<file path="src/rtl/frac_clk_div.sv">
// frac_clk_div
//   Fractional clock-enable divider. Each output period lasts either div_int
//   or div_int+1 clk cycles. A phase accumulator picks which one, so the
//   average period is div_int + div_frac/2^FRAC_W cycles. A new divisor and
//   duty mode are held in a shadow copy and take effect only at a period
//   boundary, or right away while the divider is disabled. This keeps every
//   emitted period whole.
//
// Ports
//   clk      in   single clock
//   rst      in   asynchronous active-high reset
//   en       in   run enable; while low the outputs are held at 0
//   load     in   one-cycle strobe capturing div_int/div_frac/mode
//   div_int  in   integer divisor (values below 2 are rejected)
//   div_frac in   fractional divisor, LSB = 2^-FRAC_W cycle
//   mode     in   duty mode to load (0 = pulse, 1 = ~50 %)
//   clk_out  out  divided output, registered
//   tick     out  one-cycle pulse on the last cycle of every period
//   upd_pend out  a loaded configuration is waiting for a boundary
//   cfg_err  out  one-cycle pulse after a rejected load
module frac_clk_div #(
  parameter int INT_W    = 8,
  parameter int FRAC_W   = 8,
  parameter int DEF_INT  = 2,
  parameter int DEF_FRAC = 0,
  parameter bit DEF_MODE = 1'b0
) (
  input  logic              clk,
  input  logic              rst,
  input  logic              en,
  input  logic              load,
  input  logic [INT_W-1:0]  div_int,
  input  logic [FRAC_W-1:0] div_frac,
  input  logic              mode,
  output logic              clk_out,
  output logic              tick,
  output logic              upd_pend,
  output logic              cfg_err
);

  localparam int LW = INT_W + 1;

  logic [INT_W-1:0]  act_int, act_int_n;
  logic [FRAC_W-1:0] act_frac, act_frac_n;
  logic              act_mode, act_mode_n;
  logic [INT_W-1:0]  sh_int, sh_int_n;
  logic [FRAC_W-1:0] sh_frac, sh_frac_n;
  logic              sh_mode, sh_mode_n;
  logic              pend, pend_n;
  logic [FRAC_W-1:0] acc, acc_n;
  logic [LW-1:0]     cnt, cnt_n;
  logic [LW-1:0]     cur_len, cur_len_n;

  logic              boundary;
  logic              apply;
  logic              load_ok;
  logic [FRAC_W:0]   acc_sum;
  logic              tick_n;
  logic              high_n;
  logic              clk_out_n;

  assign boundary = en && (cnt == (cur_len - LW'(1)));
  // While disabled, a pending update is applied at once, because no period
  // is in progress.
  assign apply    = pend && (!en || boundary);
  assign load_ok  = load && (div_int >= INT_W'(2));
  assign acc_sum  = {1'b0, acc} + {1'b0, act_frac};

  always_comb begin
    act_int_n  = act_int;
    act_frac_n = act_frac;
    act_mode_n = act_mode;
    acc_n      = acc;
    cur_len_n  = cur_len;

    // Clearing cnt while disabled makes a resume start a fresh, full-length
    // period. acc and cur_len hold, so the dither sequence continues.
    if (!en || boundary) begin
      cnt_n = '0;
    end else begin
      cnt_n = cnt + LW'(1);
    end

    if (apply) begin
      act_int_n  = sh_int;
      act_frac_n = sh_frac;
      act_mode_n = sh_mode;
      acc_n      = '0;
      cur_len_n  = {1'b0, sh_int};
    end else if (boundary) begin
      acc_n     = acc_sum[FRAC_W-1:0];
      cur_len_n = {1'b0, act_int} + LW'(acc_sum[FRAC_W]);
    end
  end

  // A load in the same cycle as an apply wins over the clear. The apply
  // itself uses the registered (pre-load) shadow.
  always_comb begin
    sh_int_n  = sh_int;
    sh_frac_n = sh_frac;
    sh_mode_n = sh_mode;
    pend_n    = pend;
    if (load_ok) begin
      sh_int_n  = div_int;
      sh_frac_n = div_frac;
      sh_mode_n = mode;
      pend_n    = 1'b1;
    end else if (apply) begin
      pend_n = 1'b0;
    end
  end

  // The outputs are decoded from next-state, so each registered output
  // matches the cnt/cur_len of the cycle in which it is visible.
  // cur_len - floor(cur_len/2) is the high time in mode 1; odd lengths get
  // the extra cycle high.
  always_comb begin
    tick_n    = (cnt_n == (cur_len_n - LW'(1)));
    high_n    = (cnt_n < (cur_len_n - (cur_len_n >> 1)));
    clk_out_n = act_mode_n ? high_n : tick_n;
  end

  always_ff @(posedge clk or posedge rst) begin
    if (rst) begin
      act_int  <= INT_W'(DEF_INT);
      act_frac <= FRAC_W'(DEF_FRAC);
      act_mode <= DEF_MODE;
      sh_int   <= INT_W'(DEF_INT);
      sh_frac  <= FRAC_W'(DEF_FRAC);
      sh_mode  <= DEF_MODE;
      pend     <= 1'b0;
      acc      <= '0;
      cnt      <= '0;
      cur_len  <= LW'(DEF_INT);
      clk_out  <= 1'b0;
      tick     <= 1'b0;
      cfg_err  <= 1'b0;
    end else begin
      act_int  <= act_int_n;
      act_frac <= act_frac_n;
      act_mode <= act_mode_n;
      sh_int   <= sh_int_n;
      sh_frac  <= sh_frac_n;
      sh_mode  <= sh_mode_n;
      pend     <= pend_n;
      acc      <= acc_n;
      cnt      <= cnt_n;
      cur_len  <= cur_len_n;
      clk_out  <= en && clk_out_n;
      tick     <= en && tick_n;
      cfg_err  <= load && !load_ok;
    end
  end

  assign upd_pend = pend;

endmodule

</file>
<file path="config.mk">
export PLATFORM = sky130hd
export DESIGN_NAME = frac_clk_div
export DESIGN_NICKNAME = d
export VERILOG_FILES = /design/src/rtl/frac_clk_div.sv
export SDC_FILE = /design/constraint.sdc
export NUM_CORES = 1
export LEC_CHECK = 0
export CAP_MARGIN = 30
export CORE_ASPECT_RATIO = 1.5
export CORE_UTILIZATION = 45
export CTS_CLUSTER_SIZE = 8
export DETAILED_ROUTE_END_ITERATION = 8
export PLACE_DENSITY_LB_ADDON = 0.15
export REMOVE_ABC_BUFFERS = 1
export SYNTH_ARGS = -nofsm -noshare
export SYNTH_HDL_FRONTEND = slang
export SYNTH_SLANG_ARGS = --single-unit
export TNS_END_PERCENT = 10
</file>
<file path="constraint.sdc">
create_clock -name clk -period 8.8 [get_ports clk]
set_clock_uncertainty 0.1 [all_clocks]
set_input_delay 1.76 -clock clk [delete_from_list [all_inputs] [get_ports clk]]
set_output_delay 1.76 -clock clk [all_outputs]
set_load 0.005 [all_outputs]
</file>
==> metrics, run 1 <==
Placeable Area just over 9000 µm²; final net count between 500 and 600; Clock transition at path regs approximately 0.050 ns; Tmin final roughly 6.3 ns; CP max FO 10; reported max-cap violation count 0; unrepaired setup endpoints after global routing no; count of cell types in the netlist between 60 and 70; hold buffers post-CTS 0; Hold WC Path Type reg2reg; largest net degree at the start of global routing 65; WL/cell 17.44 µm; die height between 100 and 150 µm; # resized after CTS 0; TritonRoute pass-1 iters 4; number of flops mapped to enable cells by yosys 0; number of setup violations in the final report 0; clock network power share between 30 and 40%; layout cells sized above 1 11.00%; Vias/cell roughly 5.6; Seq/Total Area, Yosys about 37%; largest family of logic cells by synthesized area simple AND/OR/NAND/NOR gates; Critical Path Source Type input pin; Gate power share between 30% and 40%; outcome finished, final reports clean; Synth Area in XOR/XNOR 7.762%; Layout Area Growth over Synthesis 14.59%; ys flop type dfrtp_1; vias in the first global route 3437; Async SR Flop Fraction 100.0%; Starting DRT DRC Count 150; Seq cells post-synth 64; Total Neg Setup Slack 0 ns; Diodes inserted 0; crit-path cells clkdlybuf4s50_1 -> inv_1 -> or3_1 -> o221ai_4 -> ha_1 -> inv_1 -> fa_1 -> a21oi_1 -> nor2_1 -> o21ai_0 -> a21oi_1 -> or3_1 -> nand2_1 -> ha_1 -> a21o_1 -> a21o_1 -> a2111oi_0 -> o21ai_0 -> o21ai_2; fmax around 0.16 GHz; Pint 0.0007303 W; DP Worst Slack between 2 and 2.5 ns; post-CTS setup buffers 0; crit path DAT 6.51 ns; global-route wire length before repair around 17000 µm; mux cell area share after synthesis under 10%; switching share of total power about a third; max incr delay on CP 0.75 ns; worst-margin pin slew 1.026 ns; post-route ant nets 0; adder-cell share of the synthesized area roughly 12%; worst-case clock buffer depth 2; critical path class in2reg; cell chosen for the clock root clkbuf_16; Leak ~2.4 nW; initial antenna violation count 0; GRT Total Usage 23.48%; row count 43; Synth Area per Inst around 9.4 µm²; Design Power 0.001127 W; Clock H-tree levels 3; slowest cell on the critical path clkdlybuf4s50_1; Slew HR between 30% and 40%; Sequential Power Share 34.0%; Die X between 80 and 90 µm; CP delay by family, top compound AO/OA/AOI/OAI gates; Yosys warning count 0; routed vias approximately 3400; Final Max Tran Viols 0; die area around 9900 µm²; period utilization between 70% and 80%; net load switching power around 0.0004 W; # IOs 25; Residual DRC 0; post-route setup slack roughly 2.5 ns; CTS buffer count 9; Synth Area in Compound Gates about 15%; cell area after synthesis about 4300 µm²; Max VDD drop ~0.15 mV; Setup crit end kind flip-flop; Port Buf Inserts 24; Skew-Pair Late Insertion Delay approximately 0.33 ns; CTS tree done; sum of buffers and inverters on the critical path 3; HPWL after DPL ~8000 µm; pwr dens ~230 nW/µm²; worst path required time 8.96 ns; final hold slack 0.3619 ns; total clock sinks 64; Synth Instances between 400 and 500; WL final 10360 µm; Starting Density between 40% and 50%; total congestion overflow 0; Synth Area in Simple Gates approximately a fifth; routability congestion estimate from global placement 0.9335; Hold Fails Final Rpt 0
==> sequential cells by signal, indices dropped and copies added (netlist names), 8 cells and up <==
register / cells
cur_len: 9
sh_int: 8
act_frac: 8
cnt: 9
act_int: 8
sh_frac: 8
acc: 8
==> power groups by stage <==
| stage | clock network, W | registers [W] | logic, W |
|---|---|---|---|
| 2_1_floorplan | 0 | 0.000369 | 0.000295 |
| 3_3_place_gp | 0 | 0.000387 | 0.000371 |
| 3_5_place_dp | 0 | 0.000387 | 0.000381 |
| 4_1_cts | 0.000370 | 0.000383 | 0.000384 |
| 5_1_grt | 0.000381 | 0.000389 | 0.000431 |
| 6_report | 0.000362 | 0.000383 | 0.000382 |
==> worst paths after layout <==
path,startpoint,endpoint,depth (start not counted),slack [ns]
worst max-delay path,en,clk_out,19,2.45
worst min-delay path,sh_frac[3],act_frac[3],2,0.36
worst max register to register,cur_len[1],clk_out,24,2.51
worst min register to register,sh_frac[3],act_frac[3],2,0.36
max in group asynchronous,rst,cnt[7],3,6.17
min in group asynchronous,rst,cfg_err,3,1.88
==> cells in the final DEF, fill, tap and decap left out, drive strengths merged, types with 6 or more instances in the layout <==
cell type | netlist | final
nand2 | 89 | 89
dfrtp | 61 | 61
ha | 38 | 38
inv | 29 | 29
clkdlybuf4s50 | 0 | 24
xor2 | 20 | 20
o21ai | 19 | 19
xnor2 | 18 | 18
a21oi | 18 | 18
nand3 | 17 | 17
nor2 | 16 | 16
mux2 | 13 | 13
clkbuf | 9 | 11
a21o | 9 | 9
a31oi | 6 | 6
nor4 | 6 | 6
o21bai | 6 | 6
nand4 | 6 | 6
and3 | 6 | 6
nor3 | 6 | 6
==> layer usage <==
metal | vias to the layer above | GRT usage, % | part of all wire [%]
met5 | - | 0 | 0
met4 | 0 | 15.24 | 4.8
met3 | 38 | 4.345 | 3.0
met2 | 64 | 40.36 | 53
met1 | 1613 | 25.81 | 40
li1 | 1636 | - | -
==> worst register-to-register path, cell delays in order, from the launching register on <==
cell	delay [ns]
dfstp_2	0.59
inv_1	0.12
ha_1	0.24
and3_1	0.21
xnor2_1	0.18
a221o_1	0.47
o31ai_4	0.69
o21ai_1	0.43
nand2_1	0.17
o221a_2	0.26
ha_1	0.16
inv_1	0.06
fa_1	0.39
a21oi_1	0.14
nor2_1	0.06
o21ai_0	0.21
a21oi_1	0.13
or3_1	0.31
nand2_1	0.07
ha_1	0.25
a21o_1	0.18
a21o_1	0.19
a2111oi_0	0.38
o21ai_0	0.18
o21ai_2	0.08
==> cells in the mapped netlist, types with 6 or more instances <==
cell type	count	area, µm²
mux2_2	13	146.4
o21ai_0	16	80.08
dfrtp_1	61	1526
o21bai_1	6	45.04
a31oi_1	6	37.54
a21oi_1	17	85.08
nor2_1	16	60.06
a21o_1	8	60.06
ha_1	38	475.5
xor2_1	20	175.2
nand3_1	16	80.08
clkbuf_1	9	33.78
inv_1	28	105.1
xnor2_1	18	157.7
nand2_1	88	330.3
nor4_1	6	37.54
==> stage by stage <==
step	util, %	std cells	cell area [µm²]
after floorplan	-	441	4218
after detailed placement	49.77	578	4606
after global placement	49.77	578	4606
after global routing	53.10	594	4913
final	53.10	594	4913
after CTS	53.10	594	4913
==> cells by family after synthesis <==
group | count (synthesis)
simple gates | 170
compound gates | 82
flops | 64
buf+inv | 43
fa+ha+maj | 40
xor+xnor | 38
mux | 18
==> final cells by class <==
type                    count  area [µm²]
fillers                   869        4340
multi-input cells         348        2504
flip-flops and latches     64        1605
clock buffers              11       252.7
repair buffers             25       247.7
well taps                 112       140.1
inverters                  29       108.9
clock inverters             5       55.05
Power figures use the tool's default switching activity.
==> run 2: changes to the inputs <==
==> constraint.sdc (replaced) <==
create_clock -name clk -period 5.1 [get_ports clk]
set_clock_uncertainty 0.1 [all_clocks]
set_input_delay 1.02 -clock clk [delete_from_list [all_inputs] [get_ports clk]]
set_output_delay 1.02 -clock clk [all_outputs]
set_load 0.005 [all_outputs]
==> metrics, run 2 (synthesis results as in run 1) <==
row count 43 (unchanged); Placeable Area 9254 µm² (unchanged); Clock transition at path regs 0.05 ns (about the same); Vias/cell 5.432 (was 5.641); critical path class reg2reg (was in2reg); Setup crit end kind flip-flop (unchanged); CP Launch Point act_frac[0] (was en); Layout Area Growth over Synthesis 33.41% (was 14.59%); Placed Area 5116 µm² (was 4606 µm²); Die X 81.70 µm (unchanged); hold_sp sh_frac[4] (was sh_frac[3]); Slew HR 32.84% (was 31.16%); # IOs 25 (unchanged); Sequential Power Share 28.8% (was 34.0%); net load switching power 0.0007779 W (was 0.0003970 W); largest net degree at the start of global routing 35 (was 65); crit path DAT 5.51 ns (was 6.51 ns); max incr delay on CP 0.37 ns (was 0.75 ns); WL final 11640 µm (was 10360 µm); CP max FO 2 (was 10); worst-case clock buffer depth 2 (unchanged); initial antenna violation count 0 (unchanged); die area 9931 µm² (unchanged); failing checks negative setup slack; slowest cell on the critical path dfrtp_1 (was clkdlybuf4s50_1); Tmin final between 5 and 6 ns; clock network power share 26.6% (was 32.1%); commonest non-fill, non-tap cell in the layout nand2_1 (unchanged); Gate power share 44.6% (was 33.9%); post-route ant nets 0 (unchanged); die height 121.6 µm (unchanged); Top Registers cnt x9, cur_len x9 (unchanged); CTS tree done (unchanged); Final Max Tran Viols 0 (unchanged); number of setup violations in the final report 1 (was 0); Critical Path Source Type flip-flop (was input pin); fmax 0.1868 GHz; reported max-cap violation count 0 (unchanged); pwr dens 389.6 nW/µm² (was 229.4 nW/µm²); CP delay by family, top compound AO/OA/AOI/OAI gates (unchanged); unrepaired setup endpoints after global routing yes (was no); Starting Density 46.34% (unchanged); sum of buffers and inverters on the critical path 14 (was 3); Skew-Pair Late Insertion Delay 0.33 ns (about the same); Residual DRC 0 (unchanged); post-route setup slack -0.2536 ns (was 2.453 ns); outcome finished, violations left (was finished, final reports clean); routability congestion estimate from global placement 0.8957 (was 0.9335); TritonRoute pass-1 iters 4 (unchanged); worst-margin pin slew 1.001 ns (was 1.026 ns); Hold WC Path Type reg2reg (unchanged); Clock H-tree levels 3 (unchanged); CTS buffer count 9 (unchanged); vias in the first global route 3805 (was 3437); total congestion overflow 0 (unchanged); Hold Fails Final Rpt 0 (unchanged); switching share of total power 34.90% (was 35.22%); Port Buf Inserts 24 (unchanged); total clock sinks 64 (unchanged); fin area 5720 µm² (was 4913 µm²); routed vias 3683 (was 3351); Leak 2.774 nW (was 2.361 nW); Starting DRT DRC Count 170 (was 150); worst path required time 5.26 ns (was 8.96 ns); DP Worst Slack -0.5547 ns (was 2.152 ns); cell chosen for the clock root clkbuf_16 (unchanged); WL/cell 17.16 µm (was 17.44 µm); most frequent cells in the layout nand2_1, buf_4, dfrtp_1 (was nand2_1, dfrtp_1, ha_1); global-route wire length before repair 18500 µm (was 16950 µm); Top cell by count, worst path buf_4; period utilization 105.0%; Pint 0.001451 W (was 0.0007303 W); Critical R2R Launch act_frac[0] (was cur_len[1]); GRT Total Usage 25.29% (was 23.48%); final core utilization 61.82% (was 53.10%); final net count 622 (was 538); Design Power 0.002229 W (was 0.001127 W); HPWL after DPL 8909 µm (was 7912 µm); Max VDD drop 0.2412 mV (was 0.1473 mV); Diodes inserted 0 (unchanged); layout cells sized above 1 29.15% (was 11.00%); Total Neg Setup Slack -0.2536 ns (was 0 ns)
run 2: changes by cell type in the layout (fill, tap and decap cells not counted), moves of 3 or more:
cell     delta
inv_2       +4
o21ai_0     -3
buf_4      +82
ha_1        -7
a21oi_1     -7
ha_4        +6
a21oi_2     +5
inv_1       -4
run 2: path summary, 6_finish.rpt:
| check | end | cells past startpoint | slack, ns |
|---|---|---|---|
| min | act_frac[4] | 2 | 0.36 |
| min reg2reg | act_frac[4] | 2 | 0.36 |
| max | clk_out | 37 | -0.25 |
| min in group asynchronous | sh_frac[0] | 2 | 1.01 |
| max reg2reg | clk_out | 37 | -0.25 |
| max in group asynchronous | sh_int[1] | 3 | 2.99 |
run 2: worst register-to-register path, delay by kind of cell (launching register included):
kind | cells | cell delay [ns]
flops | 1 | 0.37
buf+inv | 14 | 1.50
fa+ha+maj | 5 | 1.15
compound gates | 13 | 1.67
xor+xnor | 1 | 0.19
simple gates | 4 | 0.32
run 2: cell type report:
cell class,instances,area (µm²)
clock buffers,10,229.0
clock inverters,6,60.06
fillers,781,3533
inverters,29,108.9
multi-input cells,348,2691
flip-flops and latches,64,1605
well taps,112,140.1
repair buffers,109,885.9
run 2: metal layers:
layer / track usage [%] / routed length [µm] / vias up
met1: 26.39 / 4432 / 1788
met5: 0 / 0 / -
met2: 47.55 / 6434 / 71
met4: 12.50 / 501 / 0
li1: - / - / 1795
met3: 3.670 / 267 / 29
run 2: timing repair:
action                     4_1_cts  5_1_grt
gates resized for setup         31       12
pin swaps                       28       22
hold buffers                     0        0
setup buffers                   12        4
setup endpoints to repair        1        2
cloned                           0        0
run 2: stage by stage:
| step | instances | hold WS (ns) |
|---|---|---|
| floorplan | 441 | 0.3331 |
| global placement | 646 | 0.3499 |
| detailed placement | 646 | 0.3572 |
| CTS | 674 | 0.3720 |
| global route | 678 | 0.4026 |
| finish | 678 | 0.3627 |
run 2: power by group through the flow:
stage                     logic (W)  clock network, W  registers, W
after global placement     0.000805                 0      0.000646
after floorplan            0.000510                 0      0.000636
after detailed placement   0.000829                 0      0.000648
final                      0.000994          0.000592      0.000643
after CTS                  0.000938          0.000605      0.000643
after global routing        0.00109          0.000624      0.000652
==> run 3: changes to the inputs <==
--- a/config.mk
+++ b/config.mk
@@ -6,7 +6,7 @@
 export NUM_CORES = 1
 export LEC_CHECK = 0
 export CAP_MARGIN = 30
-export CORE_ASPECT_RATIO = 1.5
+export CORE_ASPECT_RATIO = 0.8
 export CORE_UTILIZATION = 45
 export CTS_CLUSTER_SIZE = 8
 export DETAILED_ROUTE_END_ITERATION = 8
==> constraint.sdc (replaced) <==
create_clock -name clk -period 5.1 [get_ports clk]
set_clock_uncertainty 0.1 [all_clocks]
set_input_delay 0.765 -clock clk [delete_from_list [all_inputs] [get_ports clk]]
set_output_delay 0.765 -clock clk [all_outputs]
set_load 0.005 [all_outputs]
==> metrics, run 3 (synthesis results as in run 1) <==
Critical Path Source Type flip-flop (unchanged); GRT Total Usage 30.27% (was 25.29%); CTS buffer count 9 (unchanged); die height 89.31 µm (was 121.6 µm); layout cells sized above 1 34.09% (was 29.15%); Die X 111.1 µm (was 81.70 µm); Placeable Area 9154 µm² (was 9254 µm²); most frequent cells in the layout buf_4, nand2_1, dfrtp_1 (was nand2_1, buf_4, dfrtp_1); worst-case clock buffer depth 2 (unchanged); Hold WC Path Type reg2reg (unchanged); post-route setup slack -0.3912 ns (was -0.2536 ns); worst path required time 5.26 ns (about the same); CP max FO 2 (unchanged); Clock transition at path regs 0.06 ns (was 0.05 ns); vias in the first global route 4219 (was 3805); routability congestion estimate from global placement 0.8896 (was 0.8957); Hold Fails Final Rpt 0 (unchanged); # IOs 25 (unchanged); CTS tree done (unchanged); max incr delay on CP 0.38 ns (was 0.37 ns); Slew HR 24.90% (was 32.84%); HPWL after DPL 8530 µm (was 8909 µm); Max VDD drop 0.2779 mV (was 0.2412 mV); Clock H-tree levels 3 (unchanged); slowest cell on the critical path dfrtp_1 (unchanged); Final Max Tran Viols 0 (unchanged); initial antenna violation count 0 (unchanged); final net count 675 (was 622); total congestion overflow 0 (unchanged); CP endpoint acc[6] (was clk_out); global-route wire length before repair 22290 µm (was 18500 µm); commonest non-fill, non-tap cell in the layout buf_4 (was nand2_1); CP Launch Point act_frac[0] (unchanged); Tmin final 5.491 ns (was 5.354 ns); Diodes inserted 0 (unchanged); Leak 3.103 nW (was 2.774 nW); Top cell by count, worst path buf_4 (unchanged); cell chosen for the clock root clkbuf_16 (unchanged); post-route ant nets 0 (unchanged); Residual DRC 2 (was 0); TritonRoute pass-1 iters 7 (was 4); critical path class reg2reg (unchanged); Skew-Pair Late Insertion Delay 0.34 ns (was 0.33 ns); Total Neg Setup Slack -0.8055 ns (was -0.2536 ns); outcome finished, violations left (unchanged); routed vias 4233 (was 3683); Top Registers cnt x9, cur_len x9 (unchanged); Worst Reg-to-Reg Cells 41 (was 37); Layout Area Growth over Synthesis 44.21% (was 33.41%); reported max-cap violation count 0 (unchanged); worst-margin pin slew 1.119 ns (was 1.001 ns); Starting DRT DRC Count 324 (was 170); FF-to-FF End acc[6] (was clk_out); WL/cell 19.46 µm (was 17.16 µm); failing checks design-rule violations, negative setup slack (was negative setup slack); fmax 0.1821 GHz (was 0.1868 GHz); crit path DAT 5.65 ns (was 5.51 ns); Vias/cell 5.767 (was 5.432); pwr dens 362.3 nW/µm² (was 389.6 nW/µm²); largest net degree at the start of global routing 65 (was 35); total clock sinks 64 (unchanged); number of setup violations in the final report 3 (was 1); Design Power 0.002241 W (was 0.002229 W); Starting Density 46.84% (was 46.34%); hold buffers post-CTS 0 (unchanged); die area 9925 µm² (was 9931 µm²); Setup crit end kind flip-flop (unchanged); WL final 14280 µm (was 11640 µm); unrepaired setup endpoints after global routing yes (unchanged); final core utilization 67.55% (was 61.82%); Critical R2R Launch act_frac[0] (unchanged); Port Buf Inserts 24 (unchanged); row count 31 (was 43); R2R Setup Slk -0.39 ns (was -0.25 ns); period utilization 107.7% (was 105.0%)
==> run 3: final cells by class <==
cell class | instances | area, µm²
fill | 682 | 2970
multi-input combinational | 348 | 2625
sequential | 64 | 1605
timing repair buffer | 162 | 1400
clock buffer | 13 | 260.3
tap | 115 | 143.9
inverter | 29 | 108.9
clock inverter | 3 | 40.04
==> run 3: per-stage QoR <==
step	std cells	setup slack [ns]	hold WS (ns)	area, µm²
after floorplan	441	-0.2426	0.3331	4218
after global placement	646	-0.4095	0.3502	5097
after detailed placement	646	-0.6357	0.3528	5097
after CTS	731	-0.2191	0.3670	6087
after global routing	734	-0.5477	0.3921	6183
final	734	-0.3912	0.3598	6183
==> run 3: where the power goes <==
group          internal (W)  leakage (nW)  switching, W  total [W]
clock              0.000403         0.150      0.000223   0.000627
combinational      0.000471          2.15      0.000502   0.000973
sequential         0.000578         0.806     0.0000632   0.000641
==> run 3: how the worst min path moves through the flow <==
| stage | from | to | slack [ns] | cells past startpoint |
|---|---|---|---|---|
| after floorplan | sh_frac[0] | act_frac[0] | 0.33 | 2 |
| after global placement | sh_frac[2] | act_frac[2] | 0.35 | 2 |
| after detailed placement | sh_frac[2] | act_frac[2] | 0.35 | 2 |
| after CTS | sh_frac[2] | act_frac[2] | 0.37 | 2 |
| after global routing | sh_frac[0] | act_frac[0] | 0.39 | 2 |
| final | sh_frac[2] | act_frac[2] | 0.36 | 2 |
==> run 3: timing repair <==
| item | in CTS | in global routing |
|---|---|---|
| pin swaps | 21 | 11 |
| setup buffers | 71 | 4 |
| gates cloned | 0 | 0 |
| gates resized for setup | 46 | 18 |
| setup endpoints to repair | 1 | 4 |
==> run 3: layer usage <==
| layer | up-vias | global-route usage (%) | share of wire, % |
|---|---|---|---|
| li1 | 1900 | - | - |
| met1 | 1998 | 38.64 | 44 |
| met2 | 251 | 48.08 | 43 |
| met3 | 84 | 8.068 | 8.5 |
| met4 | 0 | 15.97 | 5.0 |
| met5 | - | 0 | 0 |
==> run 3: worst max-delay path, delay by kind of cell (launching register included) <==
family	cells	cell delay (ns)
buf+inv	33	3.82
xor+xnor	1	0.13
fa+ha+maj	2	0.40
flops	1	0.38
compound gates	5	0.61
